**config.mk**
```make
export PLATFORM = sky130hd
export DESIGN_NAME = aes_cipher_serializer
export DESIGN_NICKNAME = d
export VERILOG_FILES = /design/src/rtl/aes_cipher_serializer.sv
export SDC_FILE = /design/constraint.sdc
export NUM_CORES = 1
export LEC_CHECK = 0
export BUFFER_PORTS_ARGS = -buffer_cell sky130_fd_sc_hd__clkbuf_2
export CAP_MARGIN = 20
export CORE_MARGIN = 2
export CORE_UTILIZATION = 48
export DETAILED_ROUTE_END_ITERATION = 12
export GPL_TIMING_DRIVEN = 1
export HOLD_SLACK_MARGIN = 0.1
export PLACE_DENSITY = 0.88
export SETUP_SLACK_MARGIN = 0.02
export SYNTH_ARGS = -nofsm -noshare
export SYNTH_HDL_FRONTEND = slang
export SYNTH_SLANG_ARGS = --single-unit
```
**constraint.sdc**
```tcl
create_clock -name clk -period 1.8 [get_ports clk]
set_input_delay 0.27 -clock clk [delete_from_list [all_inputs] [get_ports clk]]
set_output_delay 0.27 -clock clk [all_outputs]
set_load 0.01 [all_outputs]
```
**src/rtl/aes_cipher_serializer.sv**
```systemverilog
// Captures the AES cipher block on the rising edge of done_in and streams it out as OUT_W-bit
// beats over valid/ready. Define AES_SERIALIZER_SKID_EN to add a 1-deep pending block register.
module aes_cipher_serializer #(
  parameter int unsigned DATA_W    = 128,
  parameter int unsigned OUT_W     = 8,
  parameter int unsigned MSB_FIRST = 1
) (
  input  logic              clk,
  input  logic              rst,
  input  logic              done_in,
  input  logic [DATA_W-1:0] cipher_in,
  output logic [OUT_W-1:0]  out_data,
  output logic              out_valid,
  input  logic              out_ready,
  output logic              out_last,
  output logic              busy,
  output logic              overflow,
  input  logic              ovf_clr
);

  localparam int unsigned Beats = DATA_W / OUT_W;
  localparam int unsigned CntW  = (Beats > 1) ? $clog2(Beats) : 1;
  localparam logic [CntW-1:0] LastCnt = CntW'(Beats - 1);

  localparam logic StIdle  = 1'b0;
  localparam logic StShift = 1'b1;

  if (OUT_W == 0 || (DATA_W % OUT_W) != 0) begin : g_bad_width
    $error("aes_cipher_serializer: DATA_W must be an integer multiple of OUT_W");
  end

  logic              state_q, state_d;
  logic [DATA_W-1:0] shift_q, shift_d;
  logic [CntW-1:0]   cnt_q, cnt_d;
  logic              done_q;
  logic              ovf_q, ovf_d;
  logic              capture;
  logic              last_hs;
  logic              drop;
  logic [DATA_W-1:0] shifted;

`ifdef AES_SERIALIZER_SKID_EN
  logic [DATA_W-1:0] pend_q, pend_d;
  logic              pend_full_q, pend_full_d;
`endif

  assign capture = done_in & ~done_q;
  assign last_hs = (state_q == StShift) & out_ready & (cnt_q == LastCnt);
  assign shifted = (MSB_FIRST != 0) ? (shift_q << OUT_W) : (shift_q >> OUT_W);

  always_comb begin
    state_d = state_q;
    shift_d = shift_q;
    cnt_d   = cnt_q;
    drop    = 1'b0;
`ifdef AES_SERIALIZER_SKID_EN
    pend_d      = pend_q;
    pend_full_d = pend_full_q;
`endif
    case (state_q)
      StIdle: begin
        if (capture) begin
          shift_d = cipher_in;
          cnt_d   = '0;
          state_d = StShift;
        end
      end
      default: begin
        if (out_ready) begin
          shift_d = shifted;
          cnt_d   = cnt_q + 1'b1;
          if (cnt_q == LastCnt) begin
            cnt_d = '0;
`ifdef AES_SERIALIZER_SKID_EN
            if (pend_full_q) begin
              shift_d     = pend_q;
              pend_full_d = capture;
              if (capture) pend_d = cipher_in;
            end else if (capture) begin
              shift_d = cipher_in;
            end else begin
              state_d = StIdle;
            end
`else
            if (capture) shift_d = cipher_in;
            else         state_d = StIdle;
`endif
          end
        end
        // Captures other than on the final handshake cannot reload the shifter.
        if (capture && !last_hs) begin
`ifdef AES_SERIALIZER_SKID_EN
          if (!pend_full_q) begin
            pend_d      = cipher_in;
            pend_full_d = 1'b1;
          end else begin
            drop = 1'b1;
          end
`else
          drop = 1'b1;
`endif
        end
      end
    endcase
  end

  assign ovf_d = drop | (ovf_q & ~ovf_clr);

  always_ff @(posedge clk) begin
    if (rst) begin
      state_q <= StIdle;
      shift_q <= '0;
      cnt_q   <= '0;
      done_q  <= 1'b1;
      ovf_q   <= 1'b0;
    end else begin
      state_q <= state_d;
      shift_q <= shift_d;
      cnt_q   <= cnt_d;
      done_q  <= done_in;
      ovf_q   <= ovf_d;
    end
  end

`ifdef AES_SERIALIZER_SKID_EN
  always_ff @(posedge clk) begin
    if (rst) begin
      pend_q      <= '0;
      pend_full_q <= 1'b0;
    end else begin
      pend_q      <= pend_d;
      pend_full_q <= pend_full_d;
    end
  end
`endif

  assign out_data  = (MSB_FIRST != 0) ? shift_q[DATA_W-1 -: OUT_W] : shift_q[OUT_W-1:0];
  assign out_valid = (state_q == StShift);
  assign busy      = (state_q == StShift);
  assign out_last  = (state_q == StShift) & (cnt_q == LastCnt);
  assign overflow  = ovf_q;

endmodule

```
==> run summary, run 1 <==
The run finished with clean final reports. Of the synthesized area, sequential elements account for 44.4%. The routed wire length is 17.3 mm. The count of unresolved DRC violations after routing came out at 0. The worst setup path is launched from an input port.

The number of cells produced by synthesis is 649. Setup repair after global routing left no endpoint under its margin. The worst-margin pin slew came out at 0.309 ns. The number of max-slew violations in the final report is 0.

The global routing usage summed across all routing layers is 24.8%. The critical-path cell with the highest stage delay is dlygate4sd3_1. The simple logic cell fraction of the synthesized area is 2.49%. The total overflow left after global routing is 0. The maximum clock frequency is 588 MHz. The number of antenna violations at the first check in global routing came to 0. The number of setup violations in the final report is 0.

The worst ir drop on vdd came out at 616 uV. For this design the static power due to leakage is 2.97 nW. The number of fill cells came out at 1,053. During placement, the flow inserted port buffers numbering 144. The die covers 13,600 um^2. The number of antenna diodes in the final layout is 0.

The signal on the critical path passes through dlygate4sd3_1, clkbuf_2, nor2b_1, buf_4, o21ai_4, buf_12, o221a_2. The setup slack after layout is 0.0995 ns. The relative slew slack is 79.4%. The number of clock sinks seen by CTS is 135. TritonCTS built the clock tree. The insertion delay to the later sink of the worst-skew pair came out at 0.42 ns.

The area growth from synthesis to layout is 25.6%. Measured along the x axis, the die boundary spans 117 um. The ratio of total power to cell area came out at 1020 nW/um^2. The area of the core region is 12,500 um^2.

In this run the worst hold path is classified as in -> reg. The number of nets in the synthesized netlist came out at 783. The clock skew is 0.00700 ns. Once layout is complete, the utilization of the core stands at 61.0%. The via count of the first global-routing pass is 5,219. Entering global routing, the biggest net connects 70 pins. The number of nets in the final layout is 887. The first-pass detailed-route iteration total is 6. The flip-flop and latch count after synthesis came out at 135. The distinct cell type count of the synthesized netlist came out at 29. The initial core utilization came out at 48.6%. The final weighted congestion of routability-driven global placement came out at 0.789. The number of maximum-capacitance violations came out at 0.

Along the worst path, the maximum fanout reaches 63. The fraction of layout instances using a drive strength above 1 is 39.6%. Clock-pin slew was measured on the worst setup and hold paths at 0.06 ns. Each instance of the synthesized netlist takes up on average 9.37 um^2. The portion of netlist area occupied by mux cells is 0%. The via count of the routed design is 5,875.

The total number of H-tree levels came out at 4. The longest clock path from root to sink contains 2 buffers. The worst setup timing slack at the placement stage is 0.133 ns.

After layout, the minimum clock period comes to 1.70 ns. The synthesized netlist devotes 0.206% of its cell area to adder and majority cells. Data arrives at the worst endpoint at 2.01 ns. The global-route wire length before repair came out at 26.5 mm. The Yosys step of the flow raised 0 warnings. The average via count per standard cell is 6.27. The final worst hold slack came out at 0.112 ns. The boundary pin count is 145. The critical path is of the in -> reg type. After synthesis, the largest family of logic cells by area is compound AO/OA/AOI/OAI gates. The area fraction in compound gates after synthesis is 44.8%. The post-route clock period utilization is 94.5%.

The cell area that synthesis handed to floorplanning was 6080 um^2. The number of buffers added by the clock tree synthesis step is 17. The first-iteration detailed-routing DRC count came out at 780. The setup TNS is 0 ns.

After Yosys synthesis, XOR and XNOR cells account for 0% of the synthesized area. Once detail routing completed, the nets flagged for antenna violations numbered 0. STA classifies the critical path endpoint as a register. The cell sitting at the root of the clock tree is a clkbuf_16. The vertical extent of the die is 117 um. The biggest cell delay along the critical path came out at 0.55 ns.

The row count came out at 41. The area of combinational cells with multiple inputs is 2920 um^2. The data required time of the critical path is 2.11 ns.

The hold violation count in the final report was 0. The sequential cells in the finished layout cover a total of 2710 um^2. The average routed wire per standard cell came out at 18.4 um.

The detailed placer's ending HPWL is 10.2 mm.
[worst paths after layout]
path	startpoint	endpoint	slack (ns)	cells past startpoint
worst min register to register	shift_q[4]	shift_q[4]	0.47	2
worst min-delay path	cipher_in[60]	shift_q[60]	0.11	2
worst max-delay path	done_in	shift_q[67]	0.1	7
worst max register to register	busy	shift_q[40]	0.18	5
[cells in the mapped netlist, drive strengths merged]
library cell	count	share of area, %
o221a	120	22
nand4	1	0.10
nand2b	2	0.21
or3b	1	0.14
a311oi	1	0.14
a41o	1	0.16
clkbuf	46	2.8
and2	1	0.10
nor2b	1	0.10
o21ai	2	0.23
nand3b	1	0.12
a21oi	254	21
nor2	2	0.12
dfxtp	135	44
inv	1	0.062
nand3	14	1.2
and4	1	0.14
buf	50	5.1
o211ai	8	0.99
clkinv	1	0.062
ha	1	0.21
a41oi	1	0.14
nand2	3	0.19
or2	1	0.10
[cell families after synthesis]
family | count (synthesis)
AOI/OAI and AO/OA | 387
DFF | 135
buffers and inverters | 98
and+or+nand+nor | 28
adders and majority gates | 1
[metal layers]
layer  GRT usage, %  share of wire [%]
met1           33.3                 43
met2           38.5                 48
met3           5.81                7.1
met4           10.3                2.4
met5              0                  0
[metrics by stage]
step	area (um^2)	std cells	total power [mW]
global placement	6840	886	4.34
floorplan	6080	649	4.03
finish	7640	937	7.82
detailed placement	6840	886	4.36
global route	7640	937	8.09
CTS	7620	937	7.84
[report_power, final]
| part | switching (mW) | internal, mW | leakage [nW] |
|---|---|---|---|
| combinational | 0.494 | 0.512 | 1.57 |
| sequential | 0.145 | 3.21 | 1.11 |
| clock | 1.32 | 2.14 | 0.285 |
| total | 1.96 | 5.86 | 2.97 |
[registers in the layout, indices dropped and copies added (netlist names)]
signal and count:
cnt_q 4, busy 1, done_q 1, overflow 1
shift_q 128
[area by class of cell]
cell class	instances	share of cell area (%)
multi-input combinational	416	38.2
sequential	135	35.5
timing repair buffer	181	15.7
clock inverter	11	1.59
tap	172	2.82
inverter	2	0.0983
clock buffer	20	6.11
[layout by cell type, fill, tap and decap left out, types with 8 or more instances in the layout]
master / synthesis / final
buf_12: 0 / 12
o211ai_1: 8 / 8
nand3_1: 14 / 14
buf_4: 9 / 9
o221a_1: 19 / 19
clkbuf_16: 0 / 17
dfxtp_1: 135 / 132
a21oi_1: 254 / 254
clkbuf_2: 0 / 142
o221a_2: 101 / 101
dlygate4sd3_1: 0 / 18
[timing repair]
| item | 4_1_cts | 5_1_grt |
|---|---|---|
| buffers inserted | 2 | 0 |
| hold buffers | 18 | 0 |
| endpoints found under the setup margin | 1 | 1 |
| gates resized for setup | 0 | 4 |
| endpoints found under the hold margin | 18 | 0 |
[worst max-delay path, delay by kind of cell]
family,cells,cell delay (ns)
compound gates,2,0.38
buf+inv,4,1.10
simple gates,1,0.22
No activity file was read; power rests on OpenSTA's default activity.
==> run 2, diff against run 1 <==
==> constraint.sdc (replaced) <==
create_clock -name clk -period 1.8 [get_ports clk]
set_input_delay 0.27 -clock clk [delete_from_list [all_inputs] [get_ports clk]]
set_output_delay 0.27 -clock clk [all_outputs]
set_load 0.005 [all_outputs]
==> run 2 against run 1 <==
Combinational power hardly changed. Power hardly changed. Routed wire length is 0.39% higher. Non-clock buffer count is 1 higher. Flip-flop and latch count stayed put. Utilization hardly changed. Critical path type unchanged. Critical endpoint is now shift_q[91]. Largest cell class unchanged.
==> run summary, run 2 (synthesis results as in run 1) <==
The commonest non-fill, non-tap cell in the layout is a21oi_1. The final weighted congestion of routability-driven global placement came out at 0.789. The area growth from synthesis to layout came out at 25.7%. The number of routed nets with antenna violations came out at 0. The clock network fraction of total power is 44.4%.

The sum of buffers and inverters on the critical path is 4. The setup TNS is 0 ns. STA classifies the critical path startpoint as an input port.

Data arrives at the worst endpoint at 2.01 ns. The number of clock sinks seen by CTS came out at 135. 0 antenna diodes ended up in the layout.

The reported net switching power came out at 1.97 mW. Per report_power, the sequential group accounts for 42.8% of the total. The critical path goes through dlygate4sd3_1, clkbuf_2, nor2b_1, buf_4, o21ai_4, buf_12, o221a_2.

The number of nets in the final layout came out at 888. The worst setup path is captured at a register. The number of antenna violations at the first check in global routing is 0. The buffer type at the clock tree root is clkbuf_16. The combinational cell fraction of total power came out at 12.8%.

The number of setup violations in the final report is 0. The switching fraction of total power came out at 25.1%. Pin placement for this block handled 145 I/O pins. The register with the most flip-flops is shift_q.

CTS built an H-tree with a depth of 4. The register with the most flip-flops in the layout has 128 of them. In the final layout, the registers with the most flip-flops are shift_q x128, cnt_q x4.

The first-pass detailed-route iteration total came out at 5. The vertical extent of the die came out at 117 um. The setup slack after layout is 0.0946 ns. The detailed placer's ending HPWL is 10.2 mm. The worst ir drop on vdd is 610 uV.

The initial core utilization is 48.6%. The ratio of total power to cell area came out at 1020 nW/um^2. The count of unresolved DRC violations after routing is 0. The worst-margin pin slew came out at 0.309 ns. The clock period minus worst slack is 1.71 ns. The hold violation count in the final report is 0. Cells with a size suffix above 1 make up 39.6% of the layout. Measured along the x axis, the die boundary spans 117 um. The reported leakage power is 2.97 nW.

For this run, the slowest stage of the critical path takes 0.55 ns. At the worst endpoint, the required time is 2.11 ns. The die footprint is 13,600 um^2. In this run the deepest clock path goes through 2 buffers. Cells fill 61.1% of the core in the end. The final non-filler cell total is 938. The global routing stage identified its most utilized layer as met2. The worst setup timing slack at the placement stage is 0.133 ns. The routing usage on met3 is 5.81%.

The internal power came out at 5.86 mW. The number of buffers added by the clock tree synthesis step came out at 17. The via count of the routed design came out at 5,900. In this run the worst path has a maximum fanout of 63. The critical setup path kind is in -> reg.

TritonCTS built the clock tree. The routing usage on met2 came out at 38.3%. The path class of the tightest hold or removal check is in -> reg. The number of input and output port buffers inserted is 144.

The worst pin sits at a relative slew slack of 79.4%. The number of max-slew violations in the final report is 0. The met1 usage in global routing is 33.2%. After global routing the overflow that remains totals 0. The maximum clock frequency came out at 586 MHz.

The post-route clock period utilization came out at 94.7%. The pin count of the biggest net entering global routing came out at 70. The kind of cell with the highest combined delay along the critical path is buffers and inverters.

The critical-path cell with the highest stage delay is dlygate4sd3_1. The insertion delay to the later sink of the worst-skew pair is 0.42 ns. The global-route wire length before repair is 26.4 mm. The number of cells after detailed placement came out at 886. The area of the core region came out at 12,500 um^2.

Dividing the detail-routed via count by the number of cells gives 6.29. For this block, the initial DRC count from the detailed router was 820. The clock skew came out at 0.00629 ns. The library cells used most frequently in the layout, excluding fill and tap cells, are 254 x a21oi_1, 142 x clkbuf_2, 133 x dfxtp_1. Setup repair after global routing left no endpoint under its margin. The global routing usage summed across all routing layers is 24.7%.

The routed design has 17.3 mm of wire. The number of maximum-capacitance violations is 0. The average routed wire per standard cell is 18.5 um. The via count of the first global-routing pass came out at 5,213. The clock transition time at the flip-flop clock pins of the worst setup and hold paths is 0.06 ns. The row count came out at 41. Hold is met by 0.111 ns. The flow ran to the end, and the final reports show no timing, DRC or antenna violations.
==> run 2: worst paths after layout <==
kind            endpoint  cells after the start     startpoint  slack, ns
max          shift_q[91]                      7        done_in       0.09
min          shift_q[60]                      2  cipher_in[60]       0.11
max reg2reg  shift_q[91]                      5       cnt_q[1]       0.21
min reg2reg   shift_q[4]                      2     shift_q[4]       0.47
==> run 2: repair_timing <==
action                                  4_1_cts  5_1_grt
endpoints found under the setup margin        0        1
endpoints found under the hold margin        18        0
hold buffers                                 18        0
buffers inserted                              0        3
resized for setup                             0        3
==> run 2: layer usage <==
| metal | routed length (um) | vias to the layer above | share of wire [%] |
|---|---|---|---|
| met3 | 1250 | 43 | 7.2 |
| met1 | 7360 | 2787 | 42 |
| met4 | 456 | 0 | 2.6 |
| met5 | 0 | - | 0 |
| li1 | - | 2763 | - |
| met2 | 8270 | 307 | 48 |
==> run 2: through the flow <==
stage / instance area (um^2) / total power, mW
2_1_floorplan: 6080 / 4.02
3_3_place_gp: 6840 / 4.33
3_5_place_dp: 6840 / 4.36
4_1_cts: 7610 / 7.83
5_1_grt: 7650 / 8.09
6_report: 7650 / 7.83
==> run 2: layout make-up <==
| cell class | instances | area [um^2] |
|---|---|---|
| fill | 1051 | 4870 |
| multi-input combinational | 416 | 2920 |
| sequential | 135 | 2710 |
| timing repair buffer | 182 | 1210 |
| clock buffer | 20 | 467 |
| tap | 172 | 215 |
| clock inverter | 11 | 121 |
| inverter | 2 | 7.51 |
==> run 2: power by group through the flow <==
stage	Clock [mW]	Sequential (mW)	Combinational, mW
detailed placement	0	3.41	0.946
finish	3.47	3.35	1.00
global route	3.62	3.37	1.10
CTS	3.50	3.35	0.978
floorplan	0	3.35	0.671
global placement	0	3.41	0.924
